File: config.mk
export PLATFORM = sky130hd
export DESIGN_NAME = uart_tx_cfg
export DESIGN_NICKNAME = d
export VERILOG_FILES = /design/src/rtl/uart_tx_cfg.sv
export SDC_FILE = /design/constraint.sdc
export NUM_CORES = 1
export LEC_CHECK = 0
export BUFFER_PORTS_ARGS = -buffer_cell sky130_fd_sc_hd__buf_2
export CAP_MARGIN = 30
export CORE_ASPECT_RATIO = 1.4
export CORE_UTILIZATION = 54
export CTS_CLUSTER_DIAMETER = 40
export CTS_CLUSTER_SIZE = 8
export DETAILED_ROUTE_END_ITERATION = 10
export GPL_TIMING_DRIVEN = 0
export MAX_ROUTING_LAYER = met4
export PLACE_DENSITY = 0.76
export SLEW_MARGIN = 20
export SYNTH_ARGS = -nofsm -noshare
export SYNTH_HDL_FRONTEND = slang
export SYNTH_SLANG_ARGS = --single-unit
File: constraint.sdc
create_clock -name clk -period 4.16 [get_ports clk]
set_input_delay 0.624 -clock clk [delete_from_list [all_inputs] [get_ports clk]]
set_output_delay 0.624 -clock clk [all_outputs]
set_load 0.01 [all_outputs]
File: src/rtl/uart_tx_cfg.sv
`default_nettype none
// ============================================================================
// Module   : uart_tx_cfg
// Purpose  : Runtime-configurable UART transmitter with a small input FIFO.
//            Programmable baud divisor, 5-8 data bits, optional parity and
//            1 or 2 stop bits. Queued frames are sent back-to-back with no
//            idle gap between them.
// Ports    : clk, rst_n          - clock, asynchronous active-low reset
//            cfg_div             - clocks per bit (0 and 1 both mean 1)
//            cfg_data_bits       - 0..3 -> 5..8 data bits
//            cfg_parity          - 00/11 none, 01 even, 10 odd
//            cfg_stop2           - 1 selects two stop bits
//            data_in_valid/ready - byte write handshake into the FIFO
//            data_in             - byte, LSB transmitted first
//            serial_out          - TX line, idles high
//            busy                - frame in progress or FIFO non-empty
//            fifo_count          - occupied FIFO entries
// Config   : define UART_TX_PARITY_EN to build the parity stage; without it
//            cfg_parity is ignored and frames carry no parity bit.
// Revision : 1.0 - initial release
// ============================================================================
module uart_tx_cfg #(
    parameter int CLOCK_FREQ = 125_000_000,
    parameter int BAUD_RATE  = 115_200,
    parameter int DIV_WIDTH  = 16,
    parameter int FIFO_DEPTH = 4
) (
    input  logic                        clk,
    input  logic                        rst_n,
    input  logic [DIV_WIDTH-1:0]        cfg_div,
    input  logic [1:0]                  cfg_data_bits,
    input  logic [1:0]                  cfg_parity,
    input  logic                        cfg_stop2,
    input  logic                        data_in_valid,
    output logic                        data_in_ready,
    input  logic [7:0]                  data_in,
    output logic                        serial_out,
    output logic                        busy,
    output logic [$clog2(FIFO_DEPTH):0] fifo_count
);

    localparam int c_AW = $clog2(FIFO_DEPTH);
    localparam int c_CW = c_AW + 1;

    localparam logic [c_CW-1:0]      c_FULL      = c_CW'(FIFO_DEPTH);
    localparam logic [c_CW-1:0]      c_CNT_ONE   = c_CW'(1);
    localparam logic [c_AW-1:0]      c_PTR_ONE   = c_AW'(1);
    localparam logic [DIV_WIDTH-1:0] c_DIV_ONE   = DIV_WIDTH'(1);
    localparam logic [DIV_WIDTH-1:0] c_RESET_DIV = DIV_WIDTH'(CLOCK_FREQ / BAUD_RATE);

    localparam logic [2:0] c_ST_IDLE   = 3'd0;
    localparam logic [2:0] c_ST_START  = 3'd1;
    localparam logic [2:0] c_ST_DATA   = 3'd2;
    localparam logic [2:0] c_ST_STOP   = 3'd3;
`ifdef UART_TX_PARITY_EN
    localparam logic [2:0] c_ST_PARITY = 3'd4;
`endif

    // ------------------------------------------------------------------
    // Input FIFO
    // ------------------------------------------------------------------
    logic [7:0]      r_mem [FIFO_DEPTH];
    logic [c_AW-1:0] r_wr_ptr;
    logic [c_AW-1:0] r_rd_ptr;
    logic [c_CW-1:0] r_count;
    logic            w_push;
    logic            w_pop;
    logic            w_fifo_nempty;
    logic [7:0]      w_head;

    // Ready depends only on occupancy, so a full FIFO refuses a push even
    // when the transmitter pops in the same cycle.
    assign data_in_ready = (r_count != c_FULL);
    assign w_push        = data_in_valid && data_in_ready;
    assign w_fifo_nempty = (r_count != '0);
    assign w_head        = r_mem[r_rd_ptr];
    assign fifo_count    = r_count;

    always_ff @(posedge clk) begin
        if (w_push) begin
            r_mem[r_wr_ptr] <= data_in;
        end
    end

    always_ff @(posedge clk or negedge rst_n) begin
        if (!rst_n) begin
            r_wr_ptr <= '0;
            r_rd_ptr <= '0;
            r_count  <= '0;
        end else begin
            if (w_push) begin
                r_wr_ptr <= r_wr_ptr + c_PTR_ONE;
            end
            if (w_pop) begin
                r_rd_ptr <= r_rd_ptr + c_PTR_ONE;
            end
            case ({w_push, w_pop})
                2'b10:   r_count <= r_count + c_CNT_ONE;
                2'b01:   r_count <= r_count - c_CNT_ONE;
                default: r_count <= r_count;
            endcase
        end
    end

    // ------------------------------------------------------------------
    // Transmit FSM
    // ------------------------------------------------------------------
    logic [2:0]           r_state;
    logic [DIV_WIDTH-1:0] r_baud_cnt;
    logic [DIV_WIDTH-1:0] r_div;
    logic [2:0]           r_bit_cnt;
    logic [2:0]           r_last_data;
    logic                 r_stop2;
    logic [7:0]           r_shift;
    logic                 r_tx;
    logic                 w_tx_next;
    logic                 w_bit_end;
    logic                 w_frame_end;
    logic [DIV_WIDTH-1:0] w_div_eff;

    assign w_div_eff   = (cfg_div <= c_DIV_ONE) ? c_DIV_ONE : cfg_div;
    assign w_bit_end   = (r_baud_cnt == (r_div - c_DIV_ONE));
    // r_bit_cnt counts stop bits while in STOP: last stop bit is index stop2.
    assign w_frame_end = (r_state == c_ST_STOP) && w_bit_end &&
                         (r_bit_cnt == {2'b00, r_stop2});
    // Pop from IDLE, or on the final clock of a frame so the next frame
    // starts without an idle cycle.
    assign w_pop       = w_fifo_nempty && ((r_state == c_ST_IDLE) || w_frame_end);

`ifdef UART_TX_PARITY_EN
    logic       r_par_en;
    logic       r_par_bit;
    logic [7:0] w_mask;
    logic       w_load_par;

    always_comb begin
        w_mask = 8'hFF;
        case (cfg_data_bits)
            2'd0:    w_mask = 8'h1F;
            2'd1:    w_mask = 8'h3F;
            2'd2:    w_mask = 8'h7F;
            default: w_mask = 8'hFF;
        endcase
    end

    // Parity is computed once at load time from the masked byte.
    assign w_load_par = (^(w_head & w_mask)) ^ (cfg_parity == 2'b10);

    always_ff @(posedge clk or negedge rst_n) begin
        if (!rst_n) begin
            r_par_en  <= 1'b0;
            r_par_bit <= 1'b0;
        end else if (w_pop) begin
            r_par_en  <= ^cfg_parity;
            r_par_bit <= w_load_par;
        end
    end
`else
    logic w_unused_parity;
    assign w_unused_parity = ^cfg_parity;
`endif

    always_ff @(posedge clk or negedge rst_n) begin
        if (!rst_n) begin
            r_state     <= c_ST_IDLE;
            r_baud_cnt  <= '0;
            r_div       <= c_RESET_DIV;
            r_bit_cnt   <= '0;
            r_last_data <= 3'd7;
            r_stop2     <= 1'b0;
            r_shift     <= '0;
        end else if (w_pop) begin
            // Frame configuration is frozen here for the whole frame.
            r_state     <= c_ST_START;
            r_baud_cnt  <= '0;
            r_bit_cnt   <= '0;
            r_div       <= w_div_eff;
            r_last_data <= {1'b0, cfg_data_bits} + 3'd4;
            r_stop2     <= cfg_stop2;
            r_shift     <= w_head;
        end else begin
            if (r_state != c_ST_IDLE) begin
                r_baud_cnt <= w_bit_end ? '0 : r_baud_cnt + c_DIV_ONE;
            end
            case (r_state)
                c_ST_START: begin
                    if (w_bit_end) begin
                        r_state <= c_ST_DATA;
                    end
                end
                c_ST_DATA: begin
                    if (w_bit_end) begin
                        r_shift <= {1'b0, r_shift[7:1]};
                        if (r_bit_cnt == r_last_data) begin
                            r_bit_cnt <= '0;
`ifdef UART_TX_PARITY_EN
                            r_state   <= r_par_en ? c_ST_PARITY : c_ST_STOP;
`else
                            r_state   <= c_ST_STOP;
`endif
                        end else begin
                            r_bit_cnt <= r_bit_cnt + 3'd1;
                        end
                    end
                end
`ifdef UART_TX_PARITY_EN
                c_ST_PARITY: begin
                    if (w_bit_end) begin
                        r_state <= c_ST_STOP;
                    end
                end
`endif
                c_ST_STOP: begin
                    if (w_bit_end) begin
                        if (r_bit_cnt == {2'b00, r_stop2}) begin
                            r_bit_cnt <= '0;
                            r_state   <= c_ST_IDLE;
                        end else begin
                            r_bit_cnt <= r_bit_cnt + 3'd1;
                        end
                    end
                end
                c_ST_IDLE: begin
                    r_state <= c_ST_IDLE;
                end
                default: begin
                    r_state <= c_ST_IDLE;
                end
            endcase
        end
    end

    always_comb begin
        w_tx_next = 1'b1;
        case (r_state)
            c_ST_START:  w_tx_next = 1'b0;
            c_ST_DATA:   w_tx_next = r_shift[0];
`ifdef UART_TX_PARITY_EN
            c_ST_PARITY: w_tx_next = r_par_bit;
`endif
            default:     w_tx_next = 1'b1;
        endcase
    end

    // Registered line driver: glitch-free pin, and the async reset forces
    // the line high immediately.
    always_ff @(posedge clk or negedge rst_n) begin
        if (!rst_n) begin
            r_tx <= 1'b1;
        end else begin
            r_tx <= w_tx_next;
        end
    end

    assign serial_out = r_tx;
    assign busy       = (r_state != c_ST_IDLE) || w_fifo_nempty;

endmodule
`default_nettype wire

==> qor.yml, run 1 <==
setup_viol: 0
layout_setup_ws_ns: 0.293
drv_cap: 0
cts_sinks: 88
synth_nets: 430
hold_violations: 0
synth-edff-count: 32
cpPeakStageDelay_ns: 0.54
crit_path_start_kind: "flop"
status: "finished, final reports clean"
root_buffer: "clkbuf_16"
clk_latency_ns: 0.35
fin_util_pct: 63.8
vias: 3119
grt_start_max_net_pins: 57
period_share_pct: 92.9
grt_overflow: 0
avgViaCountPerCell: 5.78
clock_skew_ns: 0.00917
fin_nets: 478
drv_slew: 0
first_pass_iters: 4
crit_type: "reg -> reg"
p_seq_share_pct: 38.4
power_density_nw_per_um2: 714
power_frac_comb_pct: 40.4
tns_ns: 0
clkTransAtPathRegs_ns: 0.07
hpwl_mm: 6.41
wirelength_mm: 9.00
start_util_pct: 56.3
grt_pass1_wl_mm: 14.8
slowest_stage: "or4b_4"
coreArea_um2: 8250
dominantRegCellSynth: "dfrtp_1"
rsz0062_at_grt: "false"
cp.required_ns: 4.43
synth_commonest_cells: "dfrtp_1, edfxtp_1, nor2_1"
period_needed_ns: 3.87
n_antenna_cell: 0
arrival_ns: 4.13
die-area_um2: 8970
total_power_mw: 3.76
cts_buffers: 9
grt_pass1_vias: 3174
fillerInstances: 643
ctsHtreeMaxLevel: 3
row_count: 39
finalInstanceArea_um2: 5260
yosysMostFrequentCell: "dfrtp_1"
tightest_slew_ns: 0.777
crit_fanout: 7
drtAntennaViolNets: 0
p_leak_nw: 2.23
die_h_um: 112
synth_area_per_cell_um2: 12.1
dp_slack_ns: -0.434
port_buffers: 35
switchingPower_mw: 1.38
synth_top_area_share_pct: 25.3
cp_cell_sequence: "inv_1 -> ha_1 -> or4b_4 -> nor4_1 -> a21boi_0 -> a21oi_1 -> nor4_4 -> a41oi_4 -> inv_1 -> ha_1 -> inv_1 -> fa_1 -> xor2_1 -> nor2_1 -> xor2_1"
grtUsageTotal_pct: 22.6
switching_share_pct: 36.6
place_area_um2: 4950
max_slew_margin_pct: 48.2
critPathLaunch: "r_div[1]"
min_path_type: "in -> async"
ir_drop_uv: 382
grt_antenna_before_repair: 0
synthCells: 385
cts_resized: 0
ioPinCount: 38
synth.cell_area_um2: 4640
r2r_start: "r_div[1]"
fmax_mhz: 259
yosys_warnings: 0
p_int_mw: 2.38
ys_async_sr_fraction_pct: 63.6
globalplace.congestion: 0.834
drc: 0
critPathCaptureType: "flop"
synth_seq_area_share_pct: 51.1
drive_above_1_share_pct: 23.7
die_w_um: 80.4
yosysTopAreaCell: "dfrtp_1"
wl_per_cell_um: 16.7
ys_types: 60
cpMostUsedCell: "inv_1"
clkPwrFrac_pct: 21.1
syn_to_final_growth_pct: 13.4
cts_buffer_depth: 2
tritoncts: "done"
ys_seq_elements: 88
synthTopCellsByArea: "dfrtp_1, edfxtp_1, mux2_4"
drt_iter0_markers: 121
## worst paths after layout
| path | slack, ns | endpoint | cells after the start |
|---|---|---|---|
| worst min-delay path | 0.32 | r_div[14] | 1 |
| worst min register to register | 0.51 | serial_out | 2 |
| max in group asynchronous | 3.35 | r_baud_cnt[2] | 1 |
| min in group clk | 0.49 | r_mem[2][7] | 1 |
| worst max-delay path | 0.29 | fifo_count[2] | 15 |
| worst max register to register | 0.29 | fifo_count[2] | 15 |
## power by group through the flow
| stage | combinational [mW] | sequential, mW | clock, mW |
|---|---|---|---|
| finish | 1.52 | 1.44 | 0.795 |
| global route | 1.67 | 1.48 | 0.847 |
| CTS | 1.51 | 1.44 | 0.809 |
| detailed placement | 1.52 | 1.44 | 0 |
| global placement | 1.46 | 1.43 | 0 |
| floorplan | 1.21 | 1.38 | 0 |
## sequential cells by signal, summed over array words and instances (netlist names)
| signal | count |
|---|---|
| r_stop2 | 1 |
| r_state | 2 |
| serial_out | 1 |
| r_mem | 32 |
| r_wr_ptr | 2 |
| r_shift | 8 |
| r_bit_cnt | 3 |
| r_div | 16 |
| fifo_count | 3 |
| r_last_data | 2 |
| r_baud_cnt | 16 |
| r_rd_ptr | 2 |
## stage by stage
| step | hold slack (ns) | instances |
|---|---|---|
| final | 0.322 | 540 |
| after global routing | 0.386 | 540 |
| after CTS | 0.355 | 537 |
| after detailed placement | 0.499 | 522 |
| after global placement | 0.485 | 522 |
| after floorplan | 0.328 | 385 |
## kinds of logic after synthesis
| kind of cell | Yosys count | share of synthesized area, % |
|---|---|---|
| compound gates | 57 | 8.44 |
| xor+xnor | 37 | 7.31 |
| fa+ha+maj | 13 | 3.67 |
| buf+inv | 35 | 3.15 |
| flops | 88 | 51.1 |
| mux | 37 | 12.1 |
| simple gates | 118 | 14.2 |
## placed cells by master, fill, tap and decap left out, types with 3 or more instances in the layout
| cell | n |
|---|---|
| nor3_1 | 8 |
| nor2b_1 | 3 |
| a21oi_1 | 13 |
| nor4_1 | 7 |
| buf_4 | 5 |
| nand2_1 | 18 |
| ha_1 | 12 |
| xnor2_1 | 17 |
| inv_1 | 21 |
| nor2_1 | 29 |
| clkbuf_16 | 9 |
| a31oi_1 | 3 |
| inv_8 | 4 |
| xor2_1 | 19 |
| a211oi_1 | 3 |
| nand4_1 | 9 |
| mux4_2 | 8 |
| edfxtp_1 | 32 |
| nand3_1 | 10 |
| dfrtp_1 | 47 |
| nor3b_1 | 3 |
| mux2i_1 | 10 |
| clkbuf_1 | 9 |
| mux2_4 | 18 |
| and3_1 | 9 |
| buf_2 | 34 |
| o21ai_0 | 15 |
| and2_1 | 4 |
| dfstp_2 | 9 |
## layer usage
metal	global-route usage [%]	wire length (um)	part of all wire [%]	up-vias
li1	-	-	-	1504
met1	24.5	3600	40	1526
met5	-	0	0	-
met4	9.76	243	2.7	0
met2	39.6	4870	54	69
met3	4.02	292	3.2	20
## critical path, delay by kind of cell (launching register included)
kind,cells,cell delay [ns]
buf+inv,3,0.28
compound gates,3,0.61
simple gates,4,1.29
fa+ha+maj,3,0.84
xor+xnor,2,0.30
flops,1,0.46
## timing repair
action                     4_1_cts  5_1_grt
setup buffers                    1        3
setup endpoints to repair        2        2
gates cloned                     0        0
pin swaps                        1        1
hold buffers                     0        0
## cell type report
| type | count | area (um^2) | area share, % |
|---|---|---|---|
| buffer | 12 | 60.1 | 1.14 |
| clock buffer | 9 | 225 | 4.28 |
| clock inverter | 7 | 70.1 | 1.33 |
| inverter | 21 | 78.8 | 1.50 |
| multi-input combinational | 262 | 2120 | 40.3 |
| sequential | 88 | 2370 | 45.1 |
| tap | 102 | 128 | 2.42 |
| timing repair buffer | 39 | 208 | 3.95 |
Note: power is estimated with default switching activity, not from simulation.
==> inputs of run 2 (changes only) <==
--- a/config.mk
+++ b/config.mk
@@ -5,17 +5,19 @@
 export SDC_FILE = /design/constraint.sdc
 export NUM_CORES = 1
 export LEC_CHECK = 0
+export ABC_AREA = 1
 export BUFFER_PORTS_ARGS = -buffer_cell sky130_fd_sc_hd__buf_2
 export CAP_MARGIN = 30
 export CORE_ASPECT_RATIO = 1.4
-export CORE_UTILIZATION = 54
+export CORE_UTILIZATION = 55
 export CTS_CLUSTER_DIAMETER = 40
 export CTS_CLUSTER_SIZE = 8
 export DETAILED_ROUTE_END_ITERATION = 10
 export GPL_TIMING_DRIVEN = 0
 export MAX_ROUTING_LAYER = met4
-export PLACE_DENSITY = 0.76
+export PLACE_DENSITY = 0.77
 export SLEW_MARGIN = 20
 export SYNTH_ARGS = -nofsm -noshare
 export SYNTH_HDL_FRONTEND = slang
 export SYNTH_SLANG_ARGS = --single-unit
+export TNS_END_PERCENT = 5
==> run 2 against run 1 <==
Clock-buffer cell count is 3 higher. Hold slack better by 0.0097 ns. Clock power up 12%. Largest cell class unchanged.
==> qor.yml, run 2 <==
status: "finished, final reports clean"
grt_pass1_vias: 3882  # +22%
max_slew_margin_pct: 42.5  # -5.7 points
crit_path_start_kind: "flop"
vias: 3823  # +23%
tns_ns: 0  # unchanged
root_buffer: "clkbuf_16"
postCtsSetupRepairBufs: 0  # -1
wl_per_cell_um: 14.8  # -11%
grt_overflow: 0  # unchanged
largest_register_ffs: 32  # unchanged
crit_fanout: 10  # +3
fmax_mhz: 286  # +11%
switchingPower_mw: 1.77  # +28%
cpPeakStageDelay_ns: 0.55  # about the same
switching_share_pct: 41.3  # +4.7 points
cts_sinks: 88  # unchanged
r2r_end: "fifo_count[2]"
hpwl_mm: 7.67  # +20%
drive_above_1_share_pct: 18.4  # -5.3 points
dominantRegCellSynth: "dfrtp_1"
grt_start_max_net_pins: 57  # unchanged
ctsHtreeMaxLevel: 3  # unchanged
drv_cap: 0  # unchanged
crit_type: "reg -> reg"
avgViaCountPerCell: 5.32  # -7.9%
synth_commonest_cells: "nand2_1, inv_1, nor2_1"
clock_skew_ns: 0.00732  # -0.00185 ns
ir_drop_uv: 419  # +9.8%
synthCells: 563  # +46%
cp.required_ns: 4.37  # -0.06 ns
rsz0062_at_grt: "false"
final_cell_mix: "nand2_1, inv_1, nor2_1"
rr_worst_depth: 22  # +7
hold_violations: 0  # unchanged
row_count: 40  # +2.6%
clkPwrFrac_pct: 20.9  # -0.2 points
synth_seq_area_share_pct: 48.0  # -3.1 points
min_path_type: "in -> async"
critPathCaptureType: "flop"
layout_commonest_cell: "nand2_1"
setup_viol: 0  # unchanged
cpMostUsedCell: "nand2_1"
first_pass_iters: 4  # unchanged
power_frac_comb_pct: 45.5  # +5.1 points
cts_resized: 0  # unchanged
ys_async_sr_fraction_pct: 63.6  # unchanged
p_seq_share_pct: 33.6  # -4.8 points
ctsHoldBuffers: 0  # unchanged
clkTransAtPathRegs_ns: 0.06  # about the same
synth-edff-count: 32  # unchanged
p_int_mw: 2.51  # +5.3%
power_density_nw_per_um2: 765  # +7.1%
cts_buffer_depth: 2  # unchanged
die_w_um: 82.1  # +2.2%
fillerInstances: 721  # +12%
cp_cell_sequence: "inv_1 -> ha_1 -> nand2_1 -> nand2_1 -> nand2_1 -> nand2_1 -> nor2_1 -> nand2_1 -> nor2_1 -> nand2_1 -> nor2_4 -> nand3_2 -> nand2_4 -> nand2_8 -> clkinv_8 -> buf_8 -> ha_1 -> inv_1 -> fa_1 -> a21oi_1 -> o21ai_0 -> xor2_1"
port_buffers: 35  # unchanged
grtUsageTotal_pct: 26.4  # +3.8 points
drc: 0  # unchanged
tightest_slew_ns: 0.855  # +0.0781 ns
globalplace.congestion: 0.953  # +14%
slowest_stage: "dfstp_2"
clk_latency_ns: 0.34  # about the same
die-area_um2: 9370  # +4.5%
synth_area_per_cell_um2: 8.78  # -27%
period_needed_ns: 3.50  # -0.369 ns
fin_nets: 654  # +37%
n_antenna_cell: 0  # unchanged
wirelength_mm: 10.6  # +18%
drv_slew: 0  # unchanged
ys_seq_elements: 88  # unchanged
drtAntennaViolNets: 0  # unchanged
synth_nets: 608  # +41%
grt_pass1_wl_mm: 17.6  # +19%
drt_iter0_markers: 271  # +120%
regMostFlops: "r_mem"
grt_antenna_before_repair: 0  # unchanged
yosysTopAreaCell: "dfrtp_1"
r2r_slack_ns: 0.66  # +0.37 ns
p_leak_nw: 2.53  # +13%
start_util_pct: 57.1  # +0.81 points
whs_ns: 0.332  # +0.00970 ns
ioPinCount: 38  # unchanged
coreArea_um2: 8660  # +5.0%
ys_types: 43  # -28%
die_h_um: 114  # +2.2%
yosysMostFrequentCell: "nand2_1"
synthTopCellsByArea: "dfrtp_1, edfxtp_1, nand2_1"
tritoncts: "done"
r2r_start: "r_div[0]"
yosys_warnings: 0  # unchanged
arrival_ns: 3.71  # -0.42 ns
synth.cell_area_um2: 4940  # +6.5%
reg_top3: "r_mem x32, r_baud_cnt x16, r_div x16"
synth_top_area_share_pct: 23.8  # -1.5 points
cts_buffers: 9  # unchanged
period_share_pct: 84.1  # -8.9 points
fin_util_pct: 64.5  # +0.69 points
syn_to_final_growth_pct: 13.0
[run 2: cell types whose count changed after synthesis, moves of 15 or more]
cell	delta
nand2_1	+118
inv_1	+38
nor2_1	+28
mux2_4	-18
nand2_2	+15
[run 2: worst max path at each step]
stage,slack [ns],from,end
2_1_floorplan,1.09,r_div[0],fifo_count[2]
3_3_place_gp,0.80,r_div[0],fifo_count[2]
3_5_place_dp,0.68,r_div[0],fifo_count[2]
4_1_cts,0.67,r_div[0],fifo_count[2]
5_1_grt,0.39,r_div[0],fifo_count[2]
6_report,0.66,r_div[0],fifo_count[2]
[run 2: metrics by stage]
stage               total power, mW  std cells  setup slack, ns  instance area (um^2)
finish                         4.28        719            0.663                  5590
global route                   4.59        719            0.392                  5590
CTS                            4.29        719            0.667                  5590
detailed placement             3.39        703            0.681                  5250
global placement               3.32        703            0.798                  5250
floorplan                      2.90        563             1.09                  4940
[run 2: worst max-delay path: cells and delay by family (launching register included)]
kind	cells	cell delay, ns
buf+inv	4	0.39
simple gates	12	1.16
compound gates	2	0.28
fa+ha+maj	3	0.81
flops	1	0.55
xor+xnor	1	0.16
[run 2: area by class of cell]
cell class | count | area, um^2 | share of cell area, %
buffer | 15 | 134 | 2.40
timing repair buffer | 35 | 178 | 3.18
inverter | 62 | 245 | 4.39
clock inverter | 4 | 77.6 | 1.39
tap | 105 | 131 | 2.35
multi-input combinational | 398 | 2190 | 39.2
clock buffer | 12 | 258 | 4.61
sequential | 88 | 2370 | 42.5
[run 2: cell families (layout without fill, tap and decap cells)]
kind of cell / Yosys count / after routing / synth area share (%)
buf+inv: 77 / 128 / 7.67
xor+xnor: 32 / 32 / 5.67
compound gates: 89 / 89 / 10.6
simple gates: 264 / 264 / 24.6
flops: 88 / 88 / 48.0
fa+ha+maj: 13 / 13 / 3.44
[run 2: layer usage]
layer / global-route usage (%) / up-vias / wire (um)
li1: - / 1923 / -
met1: 27.6 / 1805 / 4160
met2: 45.8 / 67 / 5730
met3: 5.10 / 28 / 318
met4: 13.8 / 0 / 405
met5: - / - / 0
[run 2: power by group through the flow]
stage	Sequential, mW	Clock (mW)	Combinational, mW
floorplan	1.40	0	1.50
global placement	1.44	0	1.88
detailed placement	1.45	0	1.94
CTS	1.44	0.901	1.96
global route	1.47	0.931	2.19
finish	1.44	0.894	1.94
==> inputs of run 3 (changes only) <==
--- a/config.mk
+++ b/config.mk
@@ -5,17 +5,17 @@
 export SDC_FILE = /design/constraint.sdc
 export NUM_CORES = 1
 export LEC_CHECK = 0
-export ABC_AREA = 1
+export ABC_AREA = 0
 export BUFFER_PORTS_ARGS = -buffer_cell sky130_fd_sc_hd__buf_2
 export CAP_MARGIN = 30
 export CORE_ASPECT_RATIO = 1.4
-export CORE_UTILIZATION = 55
+export CORE_UTILIZATION = 60
 export CTS_CLUSTER_DIAMETER = 40
 export CTS_CLUSTER_SIZE = 8
 export DETAILED_ROUTE_END_ITERATION = 10
 export GPL_TIMING_DRIVEN = 0
 export MAX_ROUTING_LAYER = met4
-export PLACE_DENSITY = 0.77
+export PLACE_DENSITY = 0.8
 export SLEW_MARGIN = 20
 export SYNTH_ARGS = -nofsm -noshare
 export SYNTH_HDL_FRONTEND = slang
==> constraint.sdc (replaced) <==
create_clock -name clk -period 3.42 [get_ports clk]
set_input_delay 0.513 -clock clk [delete_from_list [all_inputs] [get_ports clk]]
set_output_delay 0.513 -clock clk [all_outputs]
set_load 0.01 [all_outputs]
==> run 3 against run 2 <==
The flow now finishes with violations (setup timing). Critical path depth shrank 6. Routed wire length is 16% lower. Cell count down 24%. Setup slack got worse by 0.85 ns. Die area fell by 14%. Critical endpoint unchanged. Via count down 18%. Power rose by 6.0%. First-iteration DRC count down 56%. Largest power group unchanged. Critical path type unchanged. Register-to-register slack got worse by 0.85 ns.
==> qor.yml, run 3 (synthesized netlist as in run 1, its figures left out) <==
status: "finished with violations"
violations: "setup timing"
cpPeakStageDelay_ns: 0.51  # -0.04 ns
ir_drop_uv: 479  # +14%
power_density_nw_per_um2: 849  # +11%
final_cell_mix: "dfrtp_1, buf_2, edfxtp_1"
wirelength_mm: 8.89  # -16%
reg_top3: "r_mem x32, r_baud_cnt x16, r_div x16"
arrival_ns: 3.89  # +0.18 ns
port_buffers: 35  # unchanged
finalInstanceArea_um2: 5340  # -4.5%
hpwl_mm: 6.37  # -17%
start_util_pct: 62.7  # +5.6 points
p_leak_nw: 2.24  # -11%
grt_overflow: 0  # unchanged
tns_ns: -0.210  # -0.210 ns
ctsHtreeMaxLevel: 3  # unchanged
clock_skew_ns: 0.0117  # +0.00440 ns
avgViaCountPerCell: 5.74  # +8.0%
cts_buffers: 9  # unchanged
drtAntennaViolNets: 0  # unchanged
cts_buffer_depth: 2  # unchanged
setup_viol: 2  # +2
first_pass_iters: 4  # unchanged
clkTransAtPathRegs_ns: 0.09  # +0.03 ns
layout_commonest_cell: "dfrtp_1"
max_slew_margin_pct: 49.4  # +6.9 points
grt_start_max_net_pins: 57  # unchanged
period_share_pct: 106  # +21 points
drive_above_1_share_pct: 28.9  # +10 points
ctsHoldBuffers: 0  # unchanged
drv_slew: 0  # unchanged
grtUsageTotal_pct: 24.9  # -1.5 points
seqCellArea_um2: 2370  # about the same
min_path_type: "in -> async"
grt_pass1_vias: 3168  # -18%
drv_cap: 0  # unchanged
regMostFlops: "r_mem"
cp.required_ns: 3.70  # -0.67 ns
drc: 0  # unchanged
fin_nets: 487  # -26%
row_count: 37  # -7.5%
crit_fanout: 6  # -4
coreArea_um2: 7410  # -14%
drt_iter0_markers: 118  # -56%
globalplace.congestion: 0.859  # -9.9%
root_buffer: "clkbuf_8"
critPathLaunch: "r_div[1]"
syn_to_final_growth_pct: 15.0
critPathCaptureType: "flop"
largest_register_ffs: 32  # unchanged
fmax_mhz: 277  # -3.1%
rsz0062_at_grt: "true"
endpoint: "fifo_count[2]"
crit_type: "reg -> reg"
tightest_slew_ns: 0.752  # -0.103 ns
cts_sinks: 88  # unchanged
clk_latency_ns: 0.37  # +0.03 ns
rr_worst_depth: 16  # -27%
r2r_end: "fifo_count[2]"
layout_setup_ws_ns: -0.191  # -0.853 ns
die-area_um2: 8100  # -14%
hold_violations: 0  # unchanged
die_h_um: 106  # -7.1%
wl_per_cell_um: 16.3  # +11%
fillerInstances: 514  # -29%
r2r_slack_ns: -0.19  # -0.85 ns
grt_pass1_wl_mm: 14.9  # -15%
r2r_start: "r_div[1]"
vias: 3124  # -18%
grt_antenna_before_repair: 0  # unchanged
die_w_um: 76.3  # -7.1%
tritoncts: "done"
place_area_um2: 5010  # -4.6%
period_needed_ns: 3.61  # +0.113 ns
multi_input_area_um2: 2210  # +0.74%
crit_path_start_kind: "flop"
cp_cell_sequence: "inv_2 -> ha_4 -> or4b_4 -> or4_4 -> a21oi_4 -> nor2_4 -> nor4_4 -> a41oi_4 -> buf_8 -> inv_6 -> ha_4 -> inv_2 -> fa_2 -> xor2_1 -> nor2_1 -> xor2_1"
ioPinCount: 38  # unchanged
slowest_stage: "or4_4"
n_antenna_cell: 0  # unchanged
run 3: changes by cell type in the layout (fill, tap and decap cells not counted), moves of 11 or more:
| cell | before | now |
|---|---|---|
| inv_1 | 59 | 17 |
| o21ai_2 | 12 | 1 |
| nand2_2 | 15 | 1 |
| o21ai_0 | 27 | 13 |
| nand2_1 | 136 | 17 |
| mux2_4 | 0 | 18 |
| buf_4 | 2 | 14 |
| nor2_1 | 57 | 28 |
run 3: worst max-delay path, delay by kind of cell, from the launching register on:
| family | cells | cell delay, ns |
|---|---|---|
| simple gates | 5 | 1.54 |
| xor+xnor | 2 | 0.32 |
| buf+inv | 4 | 0.34 |
| compound gates | 2 | 0.32 |
| fa+ha+maj | 3 | 0.58 |
| flops | 1 | 0.43 |
run 3: repair_timing:
| item | in CTS | in global routing |
|---|---|---|
| buffers inserted | 9 | 4 |
| gates resized for setup | 11 | 3 |
| pin swaps | 11 | 4 |
| endpoints found under the setup margin | 14 | 4 |
| hold endpoints to repair | 0 | 0 |
| gates cloned | 0 | 0 |
run 3: worst min-delay path by stage:
stage | start | slack [ns] | end
4_1_cts | rst_n | 0.20 | r_baud_cnt[9]
5_1_grt | rst_n | 0.23 | r_baud_cnt[14]
3_5_place_dp | r_shift[0] | 0.50 | serial_out
2_1_floorplan | rst_n | 0.22 | fifo_count[0]
3_3_place_gp | r_shift[7] | 0.49 | r_shift[7]
6_report | rst_n | 0.19 | r_baud_cnt[14]
run 3: final cells by class:
class	count	share of cell area, %
plain buffers	12	1.34
clock buffers	10	2.39
clock inverters	6	1.41
inverters	21	1.62
multi-input cells	262	41.3
flip-flops and latches	88	44.5
well taps	97	2.27
repair buffers	48	5.16
run 3: power breakdown:
part	total, mW	switching [mW]	internal (mW)
Clock	0.740	0.390	0.351
Sequential	1.77	0.291	1.48
Combinational	2.02	1.01	1.02
Total	4.53	1.69	2.84
run 3: stage by stage:
stage | instances | setup WS, ns | util (%) | total power, mW | hold WS, ns
4_1_cts | 541 | -0.184 | 71.6 | 4.51 | 0.204
6_report | 544 | -0.191 | 72.1 | 4.53 | 0.194
5_1_grt | 544 | -0.347 | 72.1 | 4.84 | 0.226
3_3_place_gp | 517 | -0.553 | 67.6 | 3.59 | 0.490
3_5_place_dp | 517 | -0.692 | 67.6 | 3.68 | 0.497
2_1_floorplan | 385 | -0.295 | - | 3.24 | 0.217
run 3: metal layers:
metal	wire length, um	GRT usage [%]	up-vias
li1	-	-	1517
met1	3480	26.1	1537
met2	4840	43.4	50
met3	238	5.92	20
met4	340	13.0	0
met5	0	-	-
